[config.mk]
export PLATFORM = sky130hd
export DESIGN_NAME = mem_arbiter
export DESIGN_NICKNAME = d
export VERILOG_FILES = /design/src/rtl/mem_arbiter.sv
export SDC_FILE = /design/constraint.sdc
export NUM_CORES = 1
export LEC_CHECK = 0
export ABC_AREA = 0
export CORE_AREA = 5 5 118 120
export CTS_CLUSTER_SIZE = 28
export DETAILED_ROUTE_END_ITERATION = 6
export DIE_AREA = 0 0 123 125
export SYNTH_ARGS = -nofsm -noshare
export SYNTH_HDL_FRONTEND = slang
export SYNTH_SLANG_ARGS = --single-unit
[constraint.sdc]
create_clock -name clk -period 3.7 [get_ports clk]
set_input_delay 0.74 -clock clk [delete_from_list [all_inputs] [get_ports clk]]
set_output_delay 0.74 -clock clk [all_outputs]
set_load 0.01 [all_outputs]
[src/rtl/mem_arbiter.sv]
// Two-requester memory arbiter: bounded-burst fair arbitration onto a single
// synchronous-read memory port, with per-requester read-valid flags.
module mem_arbiter #(
  parameter int MAX_BURST = 4
) (
  input  logic        clk,
  input  logic        reset,
  input  logic        req0,
  input  logic        req1,
  input  logic [31:0] addr0,
  input  logic [31:0] addr1,
  input  logic [31:0] wdata0,
  input  logic [31:0] wdata1,
  input  logic [3:0]  we0,
  input  logic [3:0]  we1,
  output logic        gnt0,
  output logic        gnt1,
  output logic        rvalid0,
  output logic        rvalid1,
  output logic [31:0] rdata0,
  output logic [31:0] rdata1,
  output logic        men,
  output logic [31:0] maddr,
  output logic [31:0] mwdata,
  output logic [3:0]  mwe,
  input  logic [31:0] mrdata,
  output logic [1:0]  dbg_state
);

  typedef enum logic [1:0] {
    IDLE = 2'd0,
    OWN0 = 2'd1,
    OWN1 = 2'd2
  } state_t;

  localparam logic [3:0] MAX_BURST_C = 4'(MAX_BURST);

  state_t     state, state_n;
  logic [3:0] cnt, cnt_n, cnt_inc;
  logic       last_owner, last_owner_n;

  // Handshake: an access is transferred in any cycle where reqN && gntN.
  // The grant is purely combinational, so requesters hold their fields
  // stable until they see it.

  assign cnt_inc   = (cnt == 4'hF) ? cnt : cnt + 4'd1;
  assign dbg_state = state;

  always_ff @(posedge clk or negedge reset) begin
    if (!reset) begin
      state      <= IDLE;
      cnt        <= 4'd0;
      last_owner <= 1'b1;
      rvalid0    <= 1'b0;
      rvalid1    <= 1'b0;
    end else begin
      state      <= state_n;
      cnt        <= cnt_n;
      last_owner <= last_owner_n;
      rvalid0    <= gnt0 && (we0 == 4'b0000);
      rvalid1    <= gnt1 && (we1 == 4'b0000);
    end
  end

  always_comb begin
    state_n      = state;
    cnt_n        = cnt;
    last_owner_n = last_owner;
    gnt0         = 1'b0;
    gnt1         = 1'b0;
    if (reset) begin
      case (state)
        IDLE: begin
          // On a tie the requester that did not own the bus last goes first.
          if (req0 && (!req1 || last_owner)) begin
            gnt0 = 1'b1; state_n = OWN0; cnt_n = 4'd1; last_owner_n = 1'b0;
          end else if (req1) begin
            gnt1 = 1'b1; state_n = OWN1; cnt_n = 4'd1; last_owner_n = 1'b1;
          end
        end
        OWN0: begin
          if (req0 && (cnt < MAX_BURST_C || !req1)) begin
            gnt0 = 1'b1; cnt_n = cnt_inc;
          end else if (req1) begin
            gnt1 = 1'b1; state_n = OWN1; cnt_n = 4'd1; last_owner_n = 1'b1;
          end else begin
            state_n = IDLE; cnt_n = 4'd0;
          end
        end
        OWN1: begin
          if (req1 && (cnt < MAX_BURST_C || !req0)) begin
            gnt1 = 1'b1; cnt_n = cnt_inc;
          end else if (req0) begin
            gnt0 = 1'b1; state_n = OWN0; cnt_n = 4'd1; last_owner_n = 1'b0;
          end else begin
            state_n = IDLE; cnt_n = 4'd0;
          end
        end
        default: begin
          state_n = IDLE; cnt_n = 4'd0;
        end
      endcase
    end
  end

  always_comb begin
    men    = gnt0 | gnt1;
    maddr  = 32'd0;
    mwdata = 32'd0;
    mwe    = 4'b0000;
    if (gnt0) begin
      maddr = addr0; mwdata = wdata0; mwe = we0;
    end else if (gnt1) begin
      maddr = addr1; mwdata = wdata1; mwe = we1;
    end
  end

  assign rdata0 = mrdata;
  assign rdata1 = mrdata;

endmodule

After elaboration in Yosys (flattened, before gate mapping)
Cells that the tools add are included.
W data, S select, Z words.

operators by class
  add/subtract/negate cells = 1
  multiply operators = 0
  div/mod/pow operators = 0
  $lt $le $gt $ge = 1
  eq/ne operators = 7
  shift-type cells = 0
  muxes and demuxes = 39
  bitwise operators = 1
  reduce and logical (&&, ||, !) cells = 17

operators by type and width
  cell                   count
  $mux W32               4
  $mux W4                7
  $mux W1                18
  $pmux W4 S3            1
  $mux W2                5
  $pmux W1 S3            3
  $logic_not A4 Y1       2
  $ne A2 B2 Y1 const B   3
  $pmux W2 S3            1
  $logic_and A1 B1 Y1    5
  $reduce_and A5 Y1      1
  $add A4 B1 Y4 const B  1
  $eq A4 B4 Y1 const B   1
  $lt A4 B3 Y1 const B   1
  $reduce_and A4 Y1      1
  $logic_or A1 B1 Y1     3
  $ne A3 B3 Y1 const B   1
  $reduce_bool A3 Y1     1
  $eq A2 B1 Y1 const B   1
  $eq A2 B2 Y1 const B   1
  $logic_not A1 Y1       2
  $logic_not A2 Y1       1
  $reduce_and A2 Y1      1
  $or A1 B1 Y1           1

storage, ports and cells
  flip-flop bits (word level) = 9
  bits in latches = 0
  RAM bits = 0
  bits in read-only memories = 0
  bits of input ports = 172
  output and inout bits = 139
  logic and storage cells = 71
  memories = 0

Depth between registers and ports, before layout
  word-level depth = 8
  gate-level depth with buffers = 9
  mapped depth without buffers = 6

Worst setup path after synthesis
No wires, ideal clock.

  path kind = register -> output
  start point = register state[0], in the netlist dbg_state[0]
  end point = output maddr[11]
  arrival = 1.991 ns
  data required time = 2.960 ns
  slack = 0.969 ns
  stages on the path, launching flop included = 9
  path buffers = 2
  cell sequence = dfrtp_1 inv_1 ha_1 o21ba_2 a2111oi_4 a311oi_2 buf_4 buf_6 a22o_1

between the ends
  cells in the longest elaborated chain, start to end = 5
  elaborated cells between the ends (all ways) = 9
  those cells by class = 2 x eq/ne; 6 x mux; 1 x reduce/logical

RTL lines
  what                                        line  text
  start, declared                             38    state_t state, state_n;
  start signal, assigned                      57    state <= state_n;
  $eq A2 B2 Y1, or another cell as far along  72    case (state)
  $pmux W1 S3                                 72
  $mux W1                                     71    if (reset) begin
  $mux W32                                    113   end else if (gnt1) begin
  $mux W32 *                                  111   if (gnt0) begin
  end, declared                               23    output logic [31:0] maddr,

Mark *: on every way between the ends. The rest lies on a longest branch, timed or not.

Worst setup path after layout
  start point = input req1
  end point = output maddr[7]

between the ends
  cells in the longest elaborated chain, start to end = 8
  elaborated cells between the ends (all ways) = 19
  those cells by class = 13 x mux; 6 x reduce/logical

RTL lines
  what                                           line    text
  start, declared                                9       input logic req1,
  $logic_not A1 Y1                               75, 82
  $logic_or A1 B1 Y1, on equally long branches   82, 75
  $logic_and A1 B1 Y1, on equally long branches  82, 75
  $mux W1, on equally long branches              82, 75
  $pmux W1 S3                                    72
  $mux W1                                        71
  $mux W32                                       113
  $mux W32 *                                     111

Marks and branches as above.

==> summary.log <==
[sta] unrepaired setup endpoints after global routing true
[routing] mean number of vias per cell 4.35
[grt] number of global-route vias before repair 2,580
[routing] total number of vias 2,460
[synthesis] leading cell types by total area after synthesis a22o_1 31%, buf_4 25%, dfrtp_1 10%
[floorplanning] die area 15,400 sq um
[grt] largest net degree at the start of global routing 52
[power_and_ir_drop] P per Cell Area 428 nW/um^2
[power_and_ir_drop] combinational share of power 78.9%
[sta] worst hold slack after final layout 551 ps
[synthesis] synth warn 0
[routing] DRC 0
[grt] antenna violations before repair 1
[clock_tree] CTS sink count 9
[final_layout] area added between synthesis and finish 106%
[sta] Final Cycle Share 100%
[clock_tree] clock buffers created by TritonCTS 3
[setup_path] data arrival time of the critical path 2980 ps
[hold_path] class of the most critical hold timing path flop to flop
[clock_tree] number of hold buffers added after CTS 0
[synthesis] synthesized flop and latch total 9
[sta] actual slew at the worst max-slew pin 622 ps
[setup_path] critical-path cell list clkdlybuf4s50_1 > nand2b_1 > a211o_1 > a311oi_4 > buf_4 > buf_12 > a22o_1 > clkdlybuf4s50_1
[place] routability-driven placement congestion ratio 0.818
[sta] worst slew slack as a fraction of its limit 58.1%
[power_and_ir_drop] worst IR drop on VDD 0.000187 V
[flow_run] number of violations of the max-capacitance limit 0
[clock_tree] CTS tree yes
[clock_tree] root buffer selected by CTS clkbuf_16
[synthesis] post-synthesis instance total 240
[routing] TritonRoute pass-1 iters 4
[place] hpwl dp 9520 microns
[final_layout] number of diodes 0
[setup_path] launching instance or port of the critical path req1
[sta] final hold viol count 0
[power_and_ir_drop] Switching Fraction 39.6%
[setup_path] worst-path maximum fanout 29
[grt] GR Util All Layers 13.5%
[sta] worst path setup slack after routing -16.0 ps
[setup_path] cell type with the highest occurrence count on the critical path clkdlybuf4s50_1
[routing] starting DRC count in detailed routing 114
[synthesis] Post-Syn Area per Cell 8.13 sq um
[final_layout] share of post-route cells with drive strength above 1 7.44%
[run_status] outcome complete, but fails checks
[synthesis] Unique masters post-synth 43
[routing] final wirelength 11,200 microns
[sta] minimum period implied by the final worst setup slack 3720 ps
[power_and_ir_drop] switching power summed over all nets 0.683 mW
[clock_tree] maximum clock insertion buffer count 2
[synthesis] post-synth top area share 30.5%
[place] pre-CTS setup slack -108 ps
[power_and_ir_drop] leakage component of the power 1.83 nW
[synthesis] biggest area consumer among synthesized cells a22o_1
[clock_tree] level count of the clock H-tree 1
[synthesis] synthesized net count 417
[place] port bufs 214
[floorplanning] Die Span Y 125 microns
[floorplanning] Floorplan Core Area 12,900 sq um
[hold_path] Worst Min Path Start last_owner$_DFFE_PN1P_
[setup_path] Slowest-stage cell, CP clkdlybuf4s50_1
[grt] first-pass GRT wire length 15,800 microns
[power_and_ir_drop] Pint 1.04 mW
[setup_path] Crit Reg-Reg Startpoint dbg_state[0]$_DFFE_PN0P_
[setup_path] max incr delay on CP 550 ps
[routing] detailed-route wire length per cell 19.9 microns
[routing] Antenna Violating Nets Remaining 0
[sta] max-slew violation total from the final report 0
[sta] upper clock frequency limit 269 MHz
[sta] count of final setup violators 7
[floorplanning] site row count 42
[floorplanning] Die Width 123 microns
[synthesis] number of flops mapped to enable cells by yosys 0
[run_status] violated checks negative setup slack
[setup_path] Worst setup SP type input pin
[final_layout] total number of nets in the final design 568
[setup_path] Setup crit end kind primary output
[synthesis] share of async-settable or async-resettable flops after synthesis 100%
[power_and_ir_drop] relative contribution of the clock network to total power 11.5%
[floorplanning] starting utilization of the core area 15.2%
[sta] worst clock skew 5.09 ps
[setup_path] critical path start-end classification input pin to primary output
[power_and_ir_drop] share of power burned in registers 9.6%
[clock_tree] clock latency on the worst-skew pair 240 ps
[final_layout] fill cell instance count of the final layout 1,355
[floorplanning] number of ports placed on the die boundary 311
[synthesis] post-synthesis instance area 1950 sq um
[synthesis] prevailing post-synth register cell dfrtp_1
[clock_tree] CTS clock-pin slew for the worst setup and hold paths 40 ps
[synthesis] share of the yosys chip area belonging to registers 11.6%
[setup_path] CP required 2960 ps
[final_layout] Layout Utilization 31.3%
[grt] final global-route overflow total 0
[layout make-up]
cell class / instances / area (sq um) / area share [%]
repair buffers: 230 / 2350 / 58.3
clock buffers: 3 / 75.1 / 1.86
well taps: 176 / 220 / 5.47
multi-input cells: 140 / 1130 / 28.0
flip-flops and latches: 9 / 226 / 5.62
inverters: 7 / 26.3 / 0.652
clock inverters: 1 / 5.00 / 0.124
[synthesized netlist by cell type, types with 2 or more instances]
cell type	count
dfrtp_1	8
buf_4	65
inv_1	7
nor2_1	4
clkbuf_1	2
o21ai_0	6
nand3b_1	3
ha_1	5
nor3_1	5
nand2_1	8
nand2b_1	4
and3_1	2
a31oi_1	5
nor2b_1	2
buf_6	2
a22o_1	68
a21oi_1	4
buf_2	15
[layer usage]
layer	part of all wire [%]	vias up	GRT usage, %	wire [microns]
li1	-	1143	-	-
met1	38	1148	15.2	4220
met2	50	139	24.6	5640
met3	10	28	4.16	1140
met4	1.9	2	3.06	219
met5	0.18	-	0	20
[through the flow]
step	cells	area (sq um)	setup TNS (ps)	power, mW
global placement	559	3860	-3790	1.49
global route	566	4030	-2970	1.84
floorplan	240	1950	0	0.877
detailed placement	559	3860	-5020	1.51
CTS	566	3980	-3.45	1.75
finish	566	4030	-29.9	1.72
[cell families after synthesis]
family	after synthesis	share of synthesized area, %
AND/OR/NAND/NOR	36	10.2
multiplexers	2	1.09
AO/OA/AOI/OAI	97	42.2
buffers and inverters	91	31.7
flip-flops	9	11.6
adder cells (fa/ha/maj)	5	3.21
[sequential cells by signal (all words and copies together) (netlist names)]
register    cells
rvalid1         1
rvalid0         1
cnt             4
dbg_state       2
last_owner      1
[power groups by stage]
stage          clock (mW)  combinational [mW]  sequential [mW]
6_report            0.198                1.36            0.165
5_1_grt             0.206                1.46            0.169
4_1_cts             0.202                1.38            0.165
3_5_place_dp            0                1.34            0.166
3_3_place_gp            0                1.33            0.161
2_1_floorplan           0               0.719            0.158
[final timing paths]
kind                                       endpoint  slack [ps]  cells past startpoint
max                                        maddr[7]         -20                      8
min                          last_owner$_DFFE_PN1P_         550                      1
max reg2reg                dbg_state[1]$_DFFE_PN0P_        1620                      6
min reg2reg                  last_owner$_DFFE_PN1P_         550                      1
max in group asynchronous    last_owner$_DFFE_PN1P_        2640                      2
min in group asynchronous        cnt[2]$_DFFE_PN0P_         830                      2
[critical path, delay by kind of cell]
kind	cells	cell delay (ps)
buffers and inverters	4	1380
AOI/OAI and AO/OA	3	750
and+or+nand+nor	1	80
[layout by cell type (no fill, tap or decap), types with 5 or more instances in the layout]
cell             synthesis  layout
nand2_1                  8       8
dlymetal6s2s_1           0      18
nor3_1                   5       5
ha_1                     5       5
o21ai_0                  6       6
clkdlybuf4s50_1          0     191
a22o_1                  68      68
a31oi_1                  5       5
dlygate4sd2_1            0       5
inv_1                    7       7
dfrtp_1                  8       8
buf_4                   65      12
[what timing repair did]
action | 4_1_cts | 5_1_grt
gates resized for setup | 9 | 18
buffers inserted | 2 | 0
setup endpoints to repair | 68 | 63
pin swaps | 1 | 0
gates cloned | 1 | 0
Power figures use the tool's default switching activity.
